### src/rtl/awg_cmd_parser.sv
// ASCII command parser for the AWG: turns the UART RX byte stream into
// frequency/amplitude/phase/waveform settings, with range checks, nudge and sweep.
module awg_cmd_parser #(
    parameter int unsigned FREQ_W     = 16,
    parameter int unsigned AMP_W      = 3,
    parameter int unsigned PHASE_W    = 8,
    parameter int unsigned FREQ_DEF   = 1000,
    parameter int unsigned AMP_DEF    = 4,
    parameter int unsigned PHASE_DEF  = 0,
    parameter int unsigned FREQ_MIN   = 1,
    parameter int unsigned FREQ_MAX   = 20000,
    parameter int unsigned FREQ_STEP  = 100,
    parameter int unsigned MAX_DIGITS = 5
) (
    input  logic               clk,
    input  logic               rst_n,
    input  logic [7:0]         rx_data,
    input  logic               rx_valid,
    input  logic               sweep_tick,
    output logic [FREQ_W-1:0]  freq,
    output logic [AMP_W-1:0]   amp,
    output logic [PHASE_W-1:0] phase,
    output logic [1:0]         wave_sel,
    output logic               sweep_en,
    output logic               cfg_update,
    output logic               err
);

    localparam int unsigned ACC_W   = $clog2(10 ** MAX_DIGITS);
    localparam int unsigned MUL_W   = ACC_W + 4;
    localparam int unsigned CNT_W   = $clog2(MAX_DIGITS + 1);
    localparam int unsigned AMP_LIM   = (32'd1 << AMP_W) - 32'd1;
    localparam int unsigned PHASE_LIM = (32'd1 << PHASE_W) - 32'd1;

    localparam logic [7:0] CH_CR    = 8'd13;
    localparam logic [7:0] CH_LF    = 8'd10;
    localparam logic [7:0] CH_PLUS  = 8'd43;
    localparam logic [7:0] CH_MINUS = 8'd45;
    localparam logic [7:0] CH_0     = 8'd48;
    localparam logic [7:0] CH_9     = 8'd57;
    localparam logic [7:0] CH_A     = 8'd65;
    localparam logic [7:0] CH_F     = 8'd70;
    localparam logic [7:0] CH_P     = 8'd80;
    localparam logic [7:0] CH_S     = 8'd83;
    localparam logic [7:0] CH_W     = 8'd87;
    localparam logic [7:0] CH_LA    = 8'd97;
    localparam logic [7:0] CH_LZ    = 8'd122;

    typedef enum logic [1:0] {S_IDLE, S_ARG, S_DISCARD} state_t;
    typedef enum logic [1:0] {K_F, K_A, K_P, K_W} key_t;

    state_t               state_q, state_d;
    key_t                 key_q, key_d;
    logic [ACC_W-1:0]     acc_q, acc_d;
    logic [CNT_W-1:0]     cnt_q, cnt_d;
    logic [FREQ_W-1:0]    freq_q, freq_d;
    logic [AMP_W-1:0]     amp_q, amp_d;
    logic [PHASE_W-1:0]   phase_q, phase_d;
    logic [1:0]           wave_q, wave_d;
    logic                 sweep_q, sweep_d;
    logic                 cfg_q, cfg_d;
    logic                 err_q, err_d;

    // Input stage: byte and tick are registered so every effect lands one edge later
    logic [7:0]           byte_q;
    logic                 byte_v_q;
    logic                 tick_q;

    logic [7:0]           up;
    logic                 is_digit, is_term, is_key;
    key_t                 key_dec;
    logic [3:0]           digit_val;
    logic [MUL_W-1:0]     acc_mul;
    logic [31:0]          acc32, f32;
    logic                 f_cmd;

    assign freq       = freq_q;
    assign amp        = amp_q;
    assign phase      = phase_q;
    assign wave_sel   = wave_q;
    assign sweep_en   = sweep_q;
    assign cfg_update = cfg_q;
    assign err        = err_q;

    always_ff @(posedge clk or negedge rst_n) begin
        if (!rst_n) begin
            byte_q   <= 8'd0;
            byte_v_q <= 1'b0;
            tick_q   <= 1'b0;
        end else begin
            byte_q   <= rx_data;
            byte_v_q <= rx_valid;
            tick_q   <= sweep_tick;
        end
    end

    // Byte classification (letters folded to upper case)
    always_comb begin
        up        = byte_q;
        is_key    = 1'b0;
        key_dec   = K_F;
        if (byte_q >= CH_LA && byte_q <= CH_LZ) begin
            up = byte_q - 8'd32;
        end
        is_digit  = (byte_q >= CH_0) && (byte_q <= CH_9);
        is_term   = (byte_q == CH_CR) || (byte_q == CH_LF);
        digit_val = 4'(byte_q - CH_0);
        case (up)
            CH_F:    begin is_key = 1'b1; key_dec = K_F; end
            CH_A:    begin is_key = 1'b1; key_dec = K_A; end
            CH_P:    begin is_key = 1'b1; key_dec = K_P; end
            CH_W:    begin is_key = 1'b1; key_dec = K_W; end
            default: begin is_key = 1'b0; key_dec = K_F; end
        endcase
        acc_mul = MUL_W'(acc_q) * MUL_W'(10) + MUL_W'(digit_val);
        acc32   = 32'(acc_q);
        f32     = 32'(freq_q);
    end

    always_ff @(posedge clk or negedge rst_n) begin
        if (!rst_n) begin
            state_q <= S_IDLE;
            key_q   <= K_F;
            acc_q   <= '0;
            cnt_q   <= '0;
            freq_q  <= FREQ_W'(FREQ_DEF);
            amp_q   <= AMP_W'(AMP_DEF);
            phase_q <= PHASE_W'(PHASE_DEF);
            wave_q  <= 2'd0;
            sweep_q <= 1'b0;
            cfg_q   <= 1'b0;
            err_q   <= 1'b0;
        end else begin
            state_q <= state_d;
            key_q   <= key_d;
            acc_q   <= acc_d;
            cnt_q   <= cnt_d;
            freq_q  <= freq_d;
            amp_q   <= amp_d;
            phase_q <= phase_d;
            wave_q  <= wave_d;
            sweep_q <= sweep_d;
            cfg_q   <= cfg_d;
            err_q   <= err_d;
        end
    end

    // Next-state and setting updates; f_cmd marks a frequency command that pre-empts a tick
    always_comb begin
        state_d = state_q;
        key_d   = key_q;
        acc_d   = acc_q;
        cnt_d   = cnt_q;
        freq_d  = freq_q;
        amp_d   = amp_q;
        phase_d = phase_q;
        wave_d  = wave_q;
        sweep_d = sweep_q;
        err_d   = 1'b0;
        cfg_d   = 1'b0;
        f_cmd   = 1'b0;

        if (byte_v_q) begin
            case (state_q)
                S_IDLE: begin
                    if (is_key) begin
                        state_d = S_ARG;
                        key_d   = key_dec;
                        acc_d   = '0;
                        cnt_d   = '0;
                    end else if (up == CH_PLUS) begin
                        f_cmd  = 1'b1;
                        freq_d = (f32 + FREQ_STEP > FREQ_MAX) ? FREQ_W'(FREQ_MAX)
                                                               : FREQ_W'(f32 + FREQ_STEP);
                    end else if (up == CH_MINUS) begin
                        f_cmd  = 1'b1;
                        freq_d = (f32 < FREQ_MIN + FREQ_STEP) ? FREQ_W'(FREQ_MIN)
                                                               : FREQ_W'(f32 - FREQ_STEP);
                    end else if (up == CH_S) begin
                        sweep_d = ~sweep_q;
                    end else if (!is_term) begin
                        err_d = 1'b1;
                    end
                end
                S_ARG: begin
                    if (is_digit) begin
                        if (32'(cnt_q) >= MAX_DIGITS) begin
                            err_d   = 1'b1;
                            state_d = S_DISCARD;
                        end else begin
                            acc_d = ACC_W'(acc_mul);
                            cnt_d = cnt_q + CNT_W'(1);
                        end
                    end else if (is_term) begin
                        state_d = S_IDLE;
                        if (cnt_q == '0) begin
                            err_d = 1'b1;
                        end else begin
                            case (key_q)
                                K_F: begin
                                    if (acc32 >= FREQ_MIN && acc32 <= FREQ_MAX) begin
                                        freq_d = FREQ_W'(acc_q);
                                        f_cmd  = 1'b1;
                                    end else begin
                                        err_d = 1'b1;
                                    end
                                end
                                K_A: begin
                                    if (acc32 <= AMP_LIM) amp_d = AMP_W'(acc_q);
                                    else                  err_d = 1'b1;
                                end
                                K_P: begin
                                    if (acc32 <= PHASE_LIM) phase_d = PHASE_W'(acc_q);
                                    else                    err_d = 1'b1;
                                end
                                default: begin
                                    if (acc32 <= 32'd3) wave_d = 2'(acc_q);
                                    else                err_d  = 1'b1;
                                end
                            endcase
                        end
                    end else begin
                        err_d   = 1'b1;
                        state_d = S_DISCARD;
                    end
                end
                S_DISCARD: begin
                    if (is_term) state_d = S_IDLE;
                end
                default: state_d = S_IDLE;
            endcase
        end

        if (tick_q && sweep_q && sweep_d && !f_cmd) begin
            freq_d = (f32 + FREQ_STEP > FREQ_MAX) ? FREQ_W'(FREQ_MIN)
                                                   : FREQ_W'(f32 + FREQ_STEP);
        end

        cfg_d = (freq_d != freq_q) || (amp_d != amp_q) || (phase_d != phase_q) ||
                (wave_d != wave_q) || (sweep_d != sweep_q);
    end

endmodule

### config.mk
export PLATFORM = sky130hd
export DESIGN_NAME = awg_cmd_parser
export DESIGN_NICKNAME = d
export VERILOG_FILES = /design/src/rtl/awg_cmd_parser.sv
export SDC_FILE = /design/constraint.sdc
export NUM_CORES = 1
export LEC_CHECK = 0
export ABC_AREA = 1
export BUFFER_PORTS_ARGS = -buffer_cell sky130_fd_sc_hd__buf_4
export CAP_MARGIN = 0
export CELL_PAD_IN_SITES_DETAIL_PLACEMENT = 1
export CELL_PAD_IN_SITES_GLOBAL_PLACEMENT = 1
export CORE_ASPECT_RATIO = 1.25
export CORE_MARGIN = 1
export CORE_UTILIZATION = 45
export CTS_CLUSTER_SIZE = 20
export DETAILED_ROUTE_END_ITERATION = 8
export GPL_TIMING_DRIVEN = 0
export PLACE_DENSITY = 0.91
export SYNTH_ARGS = -nofsm -noshare
export SYNTH_HDL_FRONTEND = slang
export SYNTH_SLANG_ARGS = --single-unit
### constraint.sdc
create_clock -name clk -period 3.4 [get_ports clk]
set_input_delay 0.17 -clock clk [delete_from_list [all_inputs] [get_ports clk]]
set_output_delay 0.17 -clock clk [all_outputs]
set_load 0.02 [all_outputs]
==> out/metrics.cfg <==
[synth]
synthesis.area_per_instance_um2 = 6.55
ys_flop_type = sky130_fd_sc_hd__dfrtp_1
synth_edf_count = 0
synth.distinct_cells = 55
async_flop_share_pct = 100
postSynthRegisterBits = 66
synth.net_count = 1064
synth_simple_gate_area_share_pct = 40.9
post_synthesis_compound_gate_area_fraction_pct = 12.0
synth_top_family_by_area = simple AND/OR/NAND/NOR gates
synth_cells = 1013
adder_cell_area_share_of_the_yosys_netlist_pct = 7.59
synth_xor_xnor_area_share_pct = 3.15
muxShareOfSynthArea_pct = 0
seq_area_frac_synth_pct = 25.0
yosys_warnings = 0
post_synthesis_instance_area_um2 = 6630

[power_and_ir_drop]
finalPower_mw = 3.79
power.net_switching_mw = 1.71
pwr-share-seq_pct = 26.0
clock_power_share_pct = 28.4
power_per_cell_area_nw_per_um2 = 484
power.leakage_nw = 4.00
power.share.combinational_pct = 45.6
p_int_mw = 2.08
worst_ir_drop_vdd_mv = 0.423
power_switching_share_pct = 45.1

[sta]
finalHoldViolCount = 0
fmaxAchievable_mhz = 298
max_slew_margin_pct = 39.7
final-setup-viol-count = 0
min_period_over_period_pct = 98.6
grt_setup_unrepaired = true
drv_slew = 0
clock-skew-final_ns = 0.00762
min_period_ns = 3.35
tightest_slew_ns = 0.905

[critical_path]
crit_slowest_cell = sky130_fd_sc_hd__dfrtp_2
crit_path_max_fanout = 10
worstSetupEndpointType = flip-flop
data_required_time_at_the_worst_endpoint_ns = 3.64
crit_family = simple AND/OR/NAND/NOR gates
worst_path_largest_cell_delay_ns = 0.47
cp_data_arrival_time_ns = 3.60
worst-path-buf-inv = 4
timing.critical_path.from_type = flip-flop
crit_path_cell_trace = inv_2, nand2_1, inv_1, nand3_1, nor2_1, nand3_1, nand2_1, nand2_1, inv_1, nand2_2, buf_2, o21ai_0, a22oi_1, nor2_4, nand2_2, nand2_2, nand2_2, a21oi_2, nand3_1, nor2_1, nand2_1
timing.setup.critical_path_class = flip-flop to flip-flop

[detailed_routing]
detailroute.via_count = 7651
finalWirelength_um = 26100
violation_count_after_the_first_detailed_route_iteration = 518
final_antenna_net_count = 0
first_pass_iters = 5
avgRoutedWirePerCell_um = 20.5
detail_route.drc_violations = 0
route.detailed.vias_per_inst = 6.01

[grt]
groute.usage.overall_pct = 33.1
overflow = 0
grt_antenna_before_repair = 0
grt_pass1_vias = 7805
grt_max_degree = 67
grt_first_pass_wirelength_um = 39700

[die]
floorplan.die_area_um2 = 15200
core_area_um2 = 14400
die-height_um = 138
io_pins = 44
fp-row-count = 49
fp.dieW_um = 111
initial_utilization_pct = 46.0

[final_layout]
layout.cells.non_filler = 1272
final_nets = 1140
fraction_of_layout_cells_with_a_size_suffix_above_1_pct = 18.5
antenna_diode_count = 0
mostFrequentLayoutCells = 255 x sky130_fd_sc_hd__nand2_1, 124 x sky130_fd_sc_hd__inv_1, 100 x sky130_fd_sc_hd__nor2_1, 99 x sky130_fd_sc_hd__nand3_1, 62 x sky130_fd_sc_hd__buf_4
area_delta_synth_final_pct = 18.2
finish.utilization_pct = 54.4
n_fill_cell = 1946
final_common_cell = sky130_fd_sc_hd__nand2_1
fin_area_um2 = 7840

[outcome]
status = finished clean

[clock_tree]
cts-htree-levels = 3
ctsLongestPathBuffers = 2
clk_pin_slew_worst_paths_ns = 0.06
number_of_buffers_created_by_cts = 9
tritoncts_clock_tree = built
clock_sink_count = 66
clock_tree.root_cell = sky130_fd_sc_hd__clkbuf_16
clkLatencyLatePin_ns = 0.35

[flow_run]
max_cap_viol_count = 0

[hold_path]
worst_hold_path_type = input port to flip-flop

[placement]
dpl.cell_count = 1234
place.port_buffers = 43
globalplace.congestion = 0.971
dpl-instance-area_um2 = 7180
place_hpwl_um = 18000

## cell usage after synthesis (all sizes together) (2+ instances only)
library cell	n	share of area [%]
o21bai	2	0.23
fa	2	0.60
nand3	107	8.6
nand3b	12	1.4
clkinv	2	0.13
nor2	112	7.2
a31oi	3	0.28
dfstp	7	2.8
buf	24	2.8
o211ai	8	0.98
o2111ai	2	0.26
o22ai	4	0.38
inv	141	8.0
xnor2	4	0.53
dfrtp	59	22
ha	37	7.0
clkbuf	5	0.28
nand4	43	4.2
a22oi	8	0.91
nand2	280	17
nor3	18	1.8
a21oi	34	3.0
or2	4	0.38
xor2	19	2.6
o21ai	67	5.2
## through the flow
stage	setup slack (ns)	setup TNS, ns	hold slack [ns]
6_report	0.0468	0	0.474
5_1_grt	-0.130	-0.241	0.483
4_1_cts	0.00169	0	0.472
3_5_place_dp	-0.189	-0.254	0.280
3_3_place_gp	-0.0301	-0.0301	0.279
2_1_floorplan	0.427	0	-0.126
## registers in the layout (all words and copies together), names as in the netlist
name	cells
acc_q	17
freq	16
byte_q	8
phase	8
amp	3
cnt_q	3
key_q	2
state_q	2
wave_sel	2
byte_v_q	1
cfg_update	1
err	1
sweep_en	1
tick_q	1
## logic make-up (layout without fill, tap and decap cells)
logic type / Yosys count / count (layout)
AO/OA/AOI/OAI: 135 / 135
XOR/XNOR: 23 / 23
adder cells (fa/ha/maj): 39 / 39
buffers and inverters: 172 / 253
flip-flops: 66 / 66
AND/OR/NAND/NOR: 578 / 578
## final timing paths
check	end	slack, ns	cells past startpoint	startpoint
max in group asynchronous	acc_q[0]	2.26	2	rst_n
min in group asynchronous	cfg_update	0.48	2	rst_n
hold / removal	byte_q[0]	0.47	2	rx_data[0]
setup reg to reg	cfg_update	0.05	21	acc_q[0]
hold reg to reg	sweep_en	0.50	1	sweep_en
setup / recovery	cfg_update	0.05	21	acc_q[0]
## power by group through the flow
stage | Sequential (mW) | Combinational, mW | Clock (mW)
floorplan | 1.03 | 1.05 | 0
global placement | 0.994 | 1.54 | 0
detailed placement | 0.998 | 1.58 | 0
CTS | 0.980 | 1.64 | 1.07
global route | 0.999 | 1.88 | 1.09
finish | 0.988 | 1.73 | 1.08
## routing by layer
| layer | part of all wire (%) | up-vias | routed length, µm | track usage [%] |
|---|---|---|---|---|
| met5 | 0 | - | 0 | 0 |
| met4 | 6.7 | 0 | 1760 | 22.7 |
| met3 | 4.7 | 134 | 1230 | 5.15 |
| met2 | 53 | 309 | 13700 | 62.1 |
| met1 | 36 | 3739 | 9340 | 34.0 |
| li1 | - | 3469 | - | - |
## area by class of cell
cell class,count,area [µm²],share of cell area (%)
clock inverters,6,92.6,1.18
repair buffers,65,515,6.58
well taps,178,223,2.84
inverters,143,547,6.98
multi-input cells,775,4350,55.6
clock buffers,10,229,2.92
plain buffers,29,208,2.65
flip-flops and latches,66,1670,21.3
## timing repair
item                                    in CTS  in global routing
endpoints found under the hold margin       45                  0
gates resized for setup                      5                 33
endpoints found under the setup margin       3                 17
pin swaps                                    0                 11
buffers inserted                             2                  9
hold buffers                                11                  0
Note: power is estimated with default switching activity, not from simulation.
